$ cat config.mk
export PLATFORM = sky130hd
export DESIGN_NAME = inst_fetch_seq
export DESIGN_NICKNAME = d
export VERILOG_FILES = /design/src/rtl/inst_fetch_seq.sv
export SDC_FILE = /design/constraint.sdc
export NUM_CORES = 1
export LEC_CHECK = 0
export ABC_AREA = 1
export CAP_MARGIN = 20
export CELL_PAD_IN_SITES_DETAIL_PLACEMENT = 1
export CELL_PAD_IN_SITES_GLOBAL_PLACEMENT = 1
export CORE_ASPECT_RATIO = 1.1
export CORE_MARGIN = 2
export CORE_UTILIZATION = 25
export DETAILED_ROUTE_END_ITERATION = 10
export GPL_TIMING_DRIVEN = 0
export PLACE_DENSITY_LB_ADDON = 0.1
export SYNTH_ARGS = -nofsm -noshare
export SYNTH_HDL_FRONTEND = slang
export SYNTH_SLANG_ARGS = --single-unit
$ cat constraint.sdc
create_clock -name Clk -period 2.3 [get_ports Clk]
set_input_delay 0.23 -clock Clk [delete_from_list [all_inputs] [get_ports Clk]]
set_output_delay 0.23 -clock Clk [all_outputs]
set_load 0.03 [all_outputs]
$ cat src/rtl/inst_fetch_seq.sv
// Program counter and fetch sequencer: start/load, branch/jump, call/return through a
// circular return-address stack, stall, and halt/done signalling.
module inst_fetch_seq #(
  parameter int PC_W      = 10,
  parameter int RAS_DEPTH = 4,
  parameter int RAS_CNT_W = 3
) (
  input  logic                 Clk,
  input  logic                 Reset,
  input  logic                 Start,
  input  logic [PC_W-1:0]      StartAddr,
  input  logic                 Stall,
  input  logic                 Halt,
  input  logic                 Jump,
  input  logic                 BranchOnEq,
  input  logic                 BranchOnNe,
  input  logic                 ALU_Zflag,
  input  logic                 RelMode,
  input  logic [PC_W-1:0]      Target,
  input  logic                 Call,
  input  logic                 Ret,
  output logic [PC_W-1:0]      ProgCtr,
  output logic                 Running,
  output logic                 Done,
  output logic                 RasOverflow,
  output logic                 RasUnderflow,
  output logic [RAS_CNT_W-1:0] RasCount
);
  localparam int SP_W = $clog2(RAS_DEPTH);

  localparam logic [1:0] IDLE   = 2'd0;
  localparam logic [1:0] LOAD   = 2'd1;
  localparam logic [1:0] RUN    = 2'd2;
  localparam logic [1:0] HALTED = 2'd3;

  logic [1:0]      state;
  logic [PC_W-1:0] ras [RAS_DEPTH];
  logic [SP_W-1:0] sp, sp_dec;
  logic [PC_W-1:0] pc_inc, tgt, top;
  logic            ras_full, ras_empty, do_call, do_br;

  // sp points at the next free slot; wrapping it makes a full push overwrite the oldest entry
  assign sp_dec    = sp - SP_W'(1);
  assign top       = ras[sp_dec];
  assign pc_inc    = ProgCtr + PC_W'(1);
  // same-width add already gives sign-extended offset arithmetic modulo 2^PC_W
  assign tgt       = RelMode ? ProgCtr + Target : Target;
  assign ras_full  = (RasCount == RAS_CNT_W'(RAS_DEPTH));
  assign ras_empty = (RasCount == '0);
  assign do_call   = !Reset && !Start && (state == RUN) && !Halt && !Stall && !Ret && Call;
  assign do_br     = Jump || (BranchOnEq && ALU_Zflag) || (BranchOnNe && !ALU_Zflag);

  assign Running = (state == RUN);
  assign Done    = (state == HALTED);

  always_ff @(posedge Clk) begin
    if (do_call) ras[sp] <= pc_inc;
  end

  always_ff @(posedge Clk) begin
    if (Reset) begin
      state        <= IDLE;
      ProgCtr      <= '0;
      sp           <= '0;
      RasCount     <= '0;
      RasOverflow  <= 1'b0;
      RasUnderflow <= 1'b0;
    end else if (Start) begin
      state        <= LOAD;
      ProgCtr      <= StartAddr;
      sp           <= '0;
      RasCount     <= '0;
      RasOverflow  <= 1'b0;
      RasUnderflow <= 1'b0;
    end else begin
      case (state)
        LOAD: state <= RUN;
        RUN: begin
          if (Halt) begin
            state <= HALTED;
          end else if (!Stall) begin
            if (Ret) begin
              if (ras_empty) begin
                RasUnderflow <= 1'b1;
                state        <= HALTED;
              end else begin
                ProgCtr  <= top;
                sp       <= sp_dec;
                RasCount <= RasCount - RAS_CNT_W'(1);
              end
            end else if (Call) begin
              ProgCtr <= tgt;
              sp      <= sp + SP_W'(1);
              if (ras_full) RasOverflow <= 1'b1;
              else          RasCount    <= RasCount + RAS_CNT_W'(1);
            end else if (do_br) begin
              ProgCtr <= tgt;
            end else begin
              ProgCtr <= pc_inc;
            end
          end
        end
        default: ;
      endcase
    end
  end
endmodule

==> impl_metrics.yaml <==
floorplanning:
  start_util_pct: 25.8
  fp-row-count: 45
  io_pins: 49
  fp.dieW_um: 118
  die_area_mm2: 0.0154
  dieHeight_um: 130
  core_area_mm2: 0.0140
synthesis:
  synth_cell_types: 40
  async_flop_share_pct: 0
  synth-warning-count: 0
  syn_nets: 486
  synth_ff_type: "edfxtp_1"
  synthCells: 435
  ys_seq_elements: 59
  synth_edf_count: 40
  ys_seq_area_share_pct: 43.9
  avgSynthCellArea_um2: 8.27
  syn-cell-area_mm2: 0.00360
critical_path:
  cp.required_ps: 2260
  crit_path_top_delay_cell: "nor2_2"
  crit_top_cell: "inv_1"
  worstSetupPathType: "reg2reg"
  crit_path_max_fanout: 10
  critPathLaunchType: "flop"
  rrSetupSlack_ps: 180
  crit_path_end_kind: "flop"
  cp_cell_sequence: "inv_1, ha_1, inv_1, nor3_4, nand4_1, nor2_2"
  arrival_ps: 2080
  slowest_delay_ps: 590
route:
  routed_wl_mm: 11.2
  wire_per_inst_um: 16.2
  ant_nets: 0
  vias: 3106
  viasPerCell: 4.48
  drt-initial-drc-count: 77
  firstDrtPassIters: 4
  drcViolationCount: 0
final_layout:
  instances_no_fill: 693
  diodes: 0
  post-route-util_pct: 33.6
  drive_above_1_share_pct: 14.1
  final_net_count: 551
  fill_cells: 1716
  syn_to_final_growth_pct: 30.4
  finalInstanceArea_mm2: 0.00469
power_and_ir_drop:
  power_frac_comb_pct: 15.0
  p_leak_nw: 1.99
  clkPwrFrac_pct: 44.5
  p_per_area_mw_per_mm2: 621
  seqPwrFrac_pct: 40.5
  p_int_w: 0.00216
  max-vdd-ir-drop_mv: 0.290
  power_switching_w: 0.000759
  p_sw_share_pct: 26.0
clock_network:
  htree_levels: 3
  cts_buffers: 9
  cts-root-buf: "clkbuf_16"
  cts_tree: "built"
  clk-insertion-delay-late_ps: 330
  cts_sinks: 59
  clock_path_buffers: 2
  cts.reportedPaths.clkPinSlew_ps: 60
sta:
  rsz0062_at_grt: "yes"
  clock_skew_ps: 7.86
  max-slew-margin-rel_pct: 55.7
  finalSetupViolCount: 0
  tightest_slew_ps: 664
  finalCritPeriodShare_pct: 92.2
  maxSlewViolCount: 0
  finalCriticalPeriod_ps: 2120
  finalHoldViolations: 0
  max_freq_mhz: 472
  fin_hold_ws_ps: 297
  fin_ws_ps: 180
place:
  dp.cells: 669
  placed_area_mm2: 0.00430
  io_buffers: 45
  pre_cts_ws_ps: -600
  gp_congestion: 0.752
  dp_hpwl_mm: 8.64
global_route:
  grt_pass1_wl_mm: 17.5
  overflow: 0
  grt_usage_pct: 15.1
  grt_pass1_vias: 3216
  grt_max_degree: 12
  antenna_found_initial: 0
status:
  status: "completed"
worst_hold_path:
  hp-class: "in2reg"
job:
  maxCapViolations: 0
==> registers in the layout (all words and copies together) (netlist names) <==
register and flops:
ProgCtr 10, state 2, RasUnderflow 1, ras 40, RasOverflow 1, RasCount 3, sp 2
==> metal layers <==
layer	global-route usage (%)	wire length, um	up-vias
li1	-	-	1576
met1	18.7	5180	1482
met2	27.2	5720	42
met3	2.67	291	6
met4	4.41	55	0
met5	0	0	-
==> kinds of logic after synthesis <==
group	after synthesis	synth area share [%]
xor gates and xnor gates	9	2.61
adders and majority gates	19	7.02
buffers and inverters	68	8.69
AOI/OAI and AO/OA	86	14.0
and+or+nand+nor	194	23.7
DFF	59	43.9
==> worst max-delay path: cells and delay by family, from the launching register on <==
| kind | cells | cell delay, ps |
|---|---|---|
| adders and majority gates | 1 | 180 |
| buffers and inverters | 2 | 150 |
| DFF | 1 | 330 |
| and+or+nand+nor | 3 | 1070 |
==> layout make-up <==
class                      instances  area [um2]  share of cell area [%]
clock buffer                       9         225                    4.80
sequential                        59        1590                    33.8
multi-input combinational        308        1710                    36.4
timing repair buffer              54         529                    11.3
tap                              188         235                    5.01
buffer                            17         149                    3.17
clock inverter                     7        58.8                    1.25
inverter                          51         201                    4.29
==> stage by stage <==
stage               power [W]  setup TNS (ps)
floorplan             0.00147               0
global placement      0.00164          -22030
detailed placement    0.00164          -19180
CTS                   0.00296           -4250
global route          0.00305           -59.7
finish                0.00292               0
==> cells in the mapped netlist, types with 2 or more instances <==
| cell | number | area, um2 |
|---|---|---|
| nand2_1 | 102 | 383 |
| nor2_1 | 46 | 173 |
| inv_1 | 43 | 161 |
| edfxtp_1 | 40 | 1200 |
| a21oi_1 | 31 | 155 |
| nand3_1 | 27 | 135 |
| o21ai_0 | 22 | 110 |
| dfxtp_1 | 19 | 380 |
| ha_1 | 17 | 213 |
| o21ai_1 | 10 | 50.1 |
| inv_2 | 7 | 26.3 |
| buf_2 | 6 | 30.0 |
| xnor2_1 | 6 | 52.6 |
| a21oi_2 | 5 | 43.8 |
| buf_4 | 5 | 37.5 |
| nand2_2 | 5 | 31.3 |
| buf_6 | 4 | 45.0 |
| nand4_1 | 4 | 25.0 |
| a221o_1 | 3 | 30.0 |
| nand3b_1 | 3 | 22.5 |
| o21ai_2 | 3 | 26.3 |
| o22ai_1 | 3 | 18.8 |
| a31oi_1 | 2 | 12.5 |
| clkbuf_1 | 2 | 7.51 |
| fa_1 | 2 | 40.0 |
| nand3_2 | 2 | 20.0 |
| o221ai_1 | 2 | 17.5 |
| xor2_2 | 2 | 32.5 |
==> final timing paths <==
| check | start | to | depth (start not counted) |
|---|---|---|---|
| max | state[0]$_SDFFE_PP0P_ | ras[2][4]$_DFFE_PP_ | 6 |
| min | Start | ProgCtr[2]$_SDFFE_PP0P_ | 3 |
| max reg2reg | state[0]$_SDFFE_PP0P_ | ras[2][4]$_DFFE_PP_ | 6 |
| min reg2reg | RasUnderflow$_SDFFE_PP0P_ | RasUnderflow$_SDFFE_PP0P_ | 2 |
==> repair_timing <==
action	in CTS	in global routing
resized for setup	7	9
cloned	0	0
hold buffers	0	0
endpoints found under the hold margin	0	0
setup endpoints to repair	39	12
setup buffers	0	6
pin swaps	1	4
==> placed cells by master, fill, tap and decap left out, types with 4 or more instances in the layout <==
master           synthesis  routed
ha_1                    17      17
o21ai_0                 22      21
nand4_1                  4       4
clkbuf_16                0       9
edfxtp_1                40      40
nand3_1                 27      27
a21oi_1                 31      31
o21ai_1                 10      11
xnor2_1                  6       6
inv_1                   43      43
clkdlybuf4s50_1          0      45
buf_2                    6       4
dfxtp_1                 19      18
a21oi_2                  5       5
clkinv_2                 1       5
nand2_1                102     102
buf_6                    4       8
nor2_1                  46      44
nand2_2                  5       5
buf_4                    5      10
inv_2                    7       6
==> power groups by stage <==
| stage | Combinational, W | Sequential, W | Clock, W |
|---|---|---|---|
| 2_1_floorplan | 0.000248 | 0.00122 | 0 |
| 3_3_place_gp | 0.000435 | 0.00120 | 0 |
| 3_5_place_dp | 0.000439 | 0.00120 | 0 |
| 4_1_cts | 0.000442 | 0.00118 | 0.00133 |
| 5_1_grt | 0.000491 | 0.00118 | 0.00137 |
| 6_report | 0.000437 | 0.00118 | 0.00130 |
No activity file was read; power rests on OpenSTA's default activity.
==> RTL change, RTL diff (same settings) <==
Change the parameter `RAS_DEPTH` from 4 to 2.
--- a/src/rtl/inst_fetch_seq.sv
+++ b/src/rtl/inst_fetch_seq.sv
@@ -3,5 +3,5 @@
 module inst_fetch_seq #(
   parameter int PC_W      = 10,
-  parameter int RAS_DEPTH = 4,
+  parameter int RAS_DEPTH = 2,
   parameter int RAS_CNT_W = 3
 ) (
Behaviour: not the same (a bounded check fails within 10 cycles, from zero or initial values and one cycle with Reset high).
==> RTL change against the original RTL <==
- clock power is 50% lower
- non-clock buffer count is 14 lower
- design area is 25% lower
- synthesized cell count is 14% lower
- worst setup slack better by 0.044 ns
- final cell count is 17% lower
- routed wire length is 23% lower
- total power is 37% lower
- synthesized area is 24% lower
- count of clock-buffer cells in the layout is 2 lower
- sequential power is 35% lower
- sequential cell count is 21 lower
- die area is 23% lower
- largest power group is now registers
- highest routed layer unchanged
==> RTL change: results (changes against the original RTL) <==
stage,metric,value,unit,change
layout,drive_gt1_frac,0.0965,,-0.0441
clock_tree,insertion_delay,0.28,ns,-0.05 ns
layout,num-fill-cells,1340,,-22%
synth,synth_nets,420,,-14%
layout,final_nets,472,,-14%
layout,multi_input_area,0.00149,mm2,-13%
detailed_routing,num_vias,2583,,-17%
sta,tightest_slew,0.598,ns,-0.0651 ns
place,dpl_cell_area,0.00338,mm2,-21%
place,dpl.hpwl,6.86,mm,-21%
setup_path,cp-startpoint,Target[0],,
worst_hold_path,hp-start,Reset,,
pwr,peakVddDrop,0.246,mV,-15%
synth,synth_edf_count,20,,-50%
synth,synthTopCellsByArea,"edfxtp_1, nand2_1, dfxtp_1",,
setup_path,regToRegSetupSlack,0.25,ns,+0.07 ns
grt,grt_pass1_wl,14.2,mm,-19%
sta,skew,0.00453,ns,-0.00332 ns
setup_path,worst_path_max_delay_cell,clkdlybuf4s50_1,,
pwr,power_leakage,1.50,nW,-25%
detailed_routing,wl_per_cell,15.1,um,-6.9%
grt,grt_max_degree,11,,-1
clock_tree,numCtsBuffers,5,,-4
worst_hold_path,hold_path_depth,2,,-1
outcome,outcome,"complete, no violations",,
setup_path,critical_path_class,in -> reg,,
grt,grt_util_all_layers,0.156,,+0.00447
sta,fmax,482,MHz,+2.1%
## RTL change: changes by cell type in the layout (fill, tap and decap cells not counted), sizes merged, moves of 3 or more
| cell | delta |
|---|---|
| edfxtp | -20 |
| buf | -16 |
| o21ai | -16 |
| o211ai | +6 |
| inv | -5 |
| a21oi | -4 |
| clkinv | -4 |
| ha | -4 |
| nand3 | -4 |
| nor2 | -4 |
| xnor2 | -4 |
| a221o | -3 |
| nand4 | +3 |
| nor3 | +3 |
## RTL change: per-layer routing
metal,GRT usage,vias to the layer above
met5,0,-
met4,0.0432,0
met3,0.0223,6
met2,0.294,30
met1,0.184,1226
li1,-,1321
## RTL change: where the power goes
part / switching, W / total, W / internal [W]
Clock: 0.000254 / 0.000651 / 0.000396
Sequential: 0.0000308 / 0.000763 / 0.000732
Combinational: 0.000249 / 0.000432 / 0.000183
Total: 0.000534 / 0.00185 / 0.00131
## RTL change: stage by stage
stage / hold WS [ns] / setup TNS [ns] / power (W)
after floorplan: 0.397 / 0 / 0.00104
after global placement: 0.453 / -3.99 / 0.00121
after detailed placement: 0.464 / -4.37 / 0.00122
after CTS: 0.179 / 0 / 0.00187
after global routing: 0.188 / 0 / 0.00195
final: 0.178 / 0 / 0.00185
## RTL change: cell type report
cell class / count / area share
clock buffer: 7 / 0.0376
buffer: 12 / 0.0305
sequential: 38 / 0.274
inverter: 48 / 0.0540
timing repair buffer: 45 / 0.128
tap: 147 / 0.0522
multi-input combinational: 275 / 0.424
## RTL change: kinds of logic (layout without fill, tap and decap cells)
logic type      Yosys count  count (layout)
simple gates            190             190
xor+xnor                  6               6
compound gates           64              64
flops                    38              38
buf+inv                  60             112
fa+ha+maj                15              15
## RTL change: timing repair
action	CTS	global route
buffers inserted	0	0
resized for setup	1	4
pin swaps	0	0
endpoints found under the setup margin	2	22
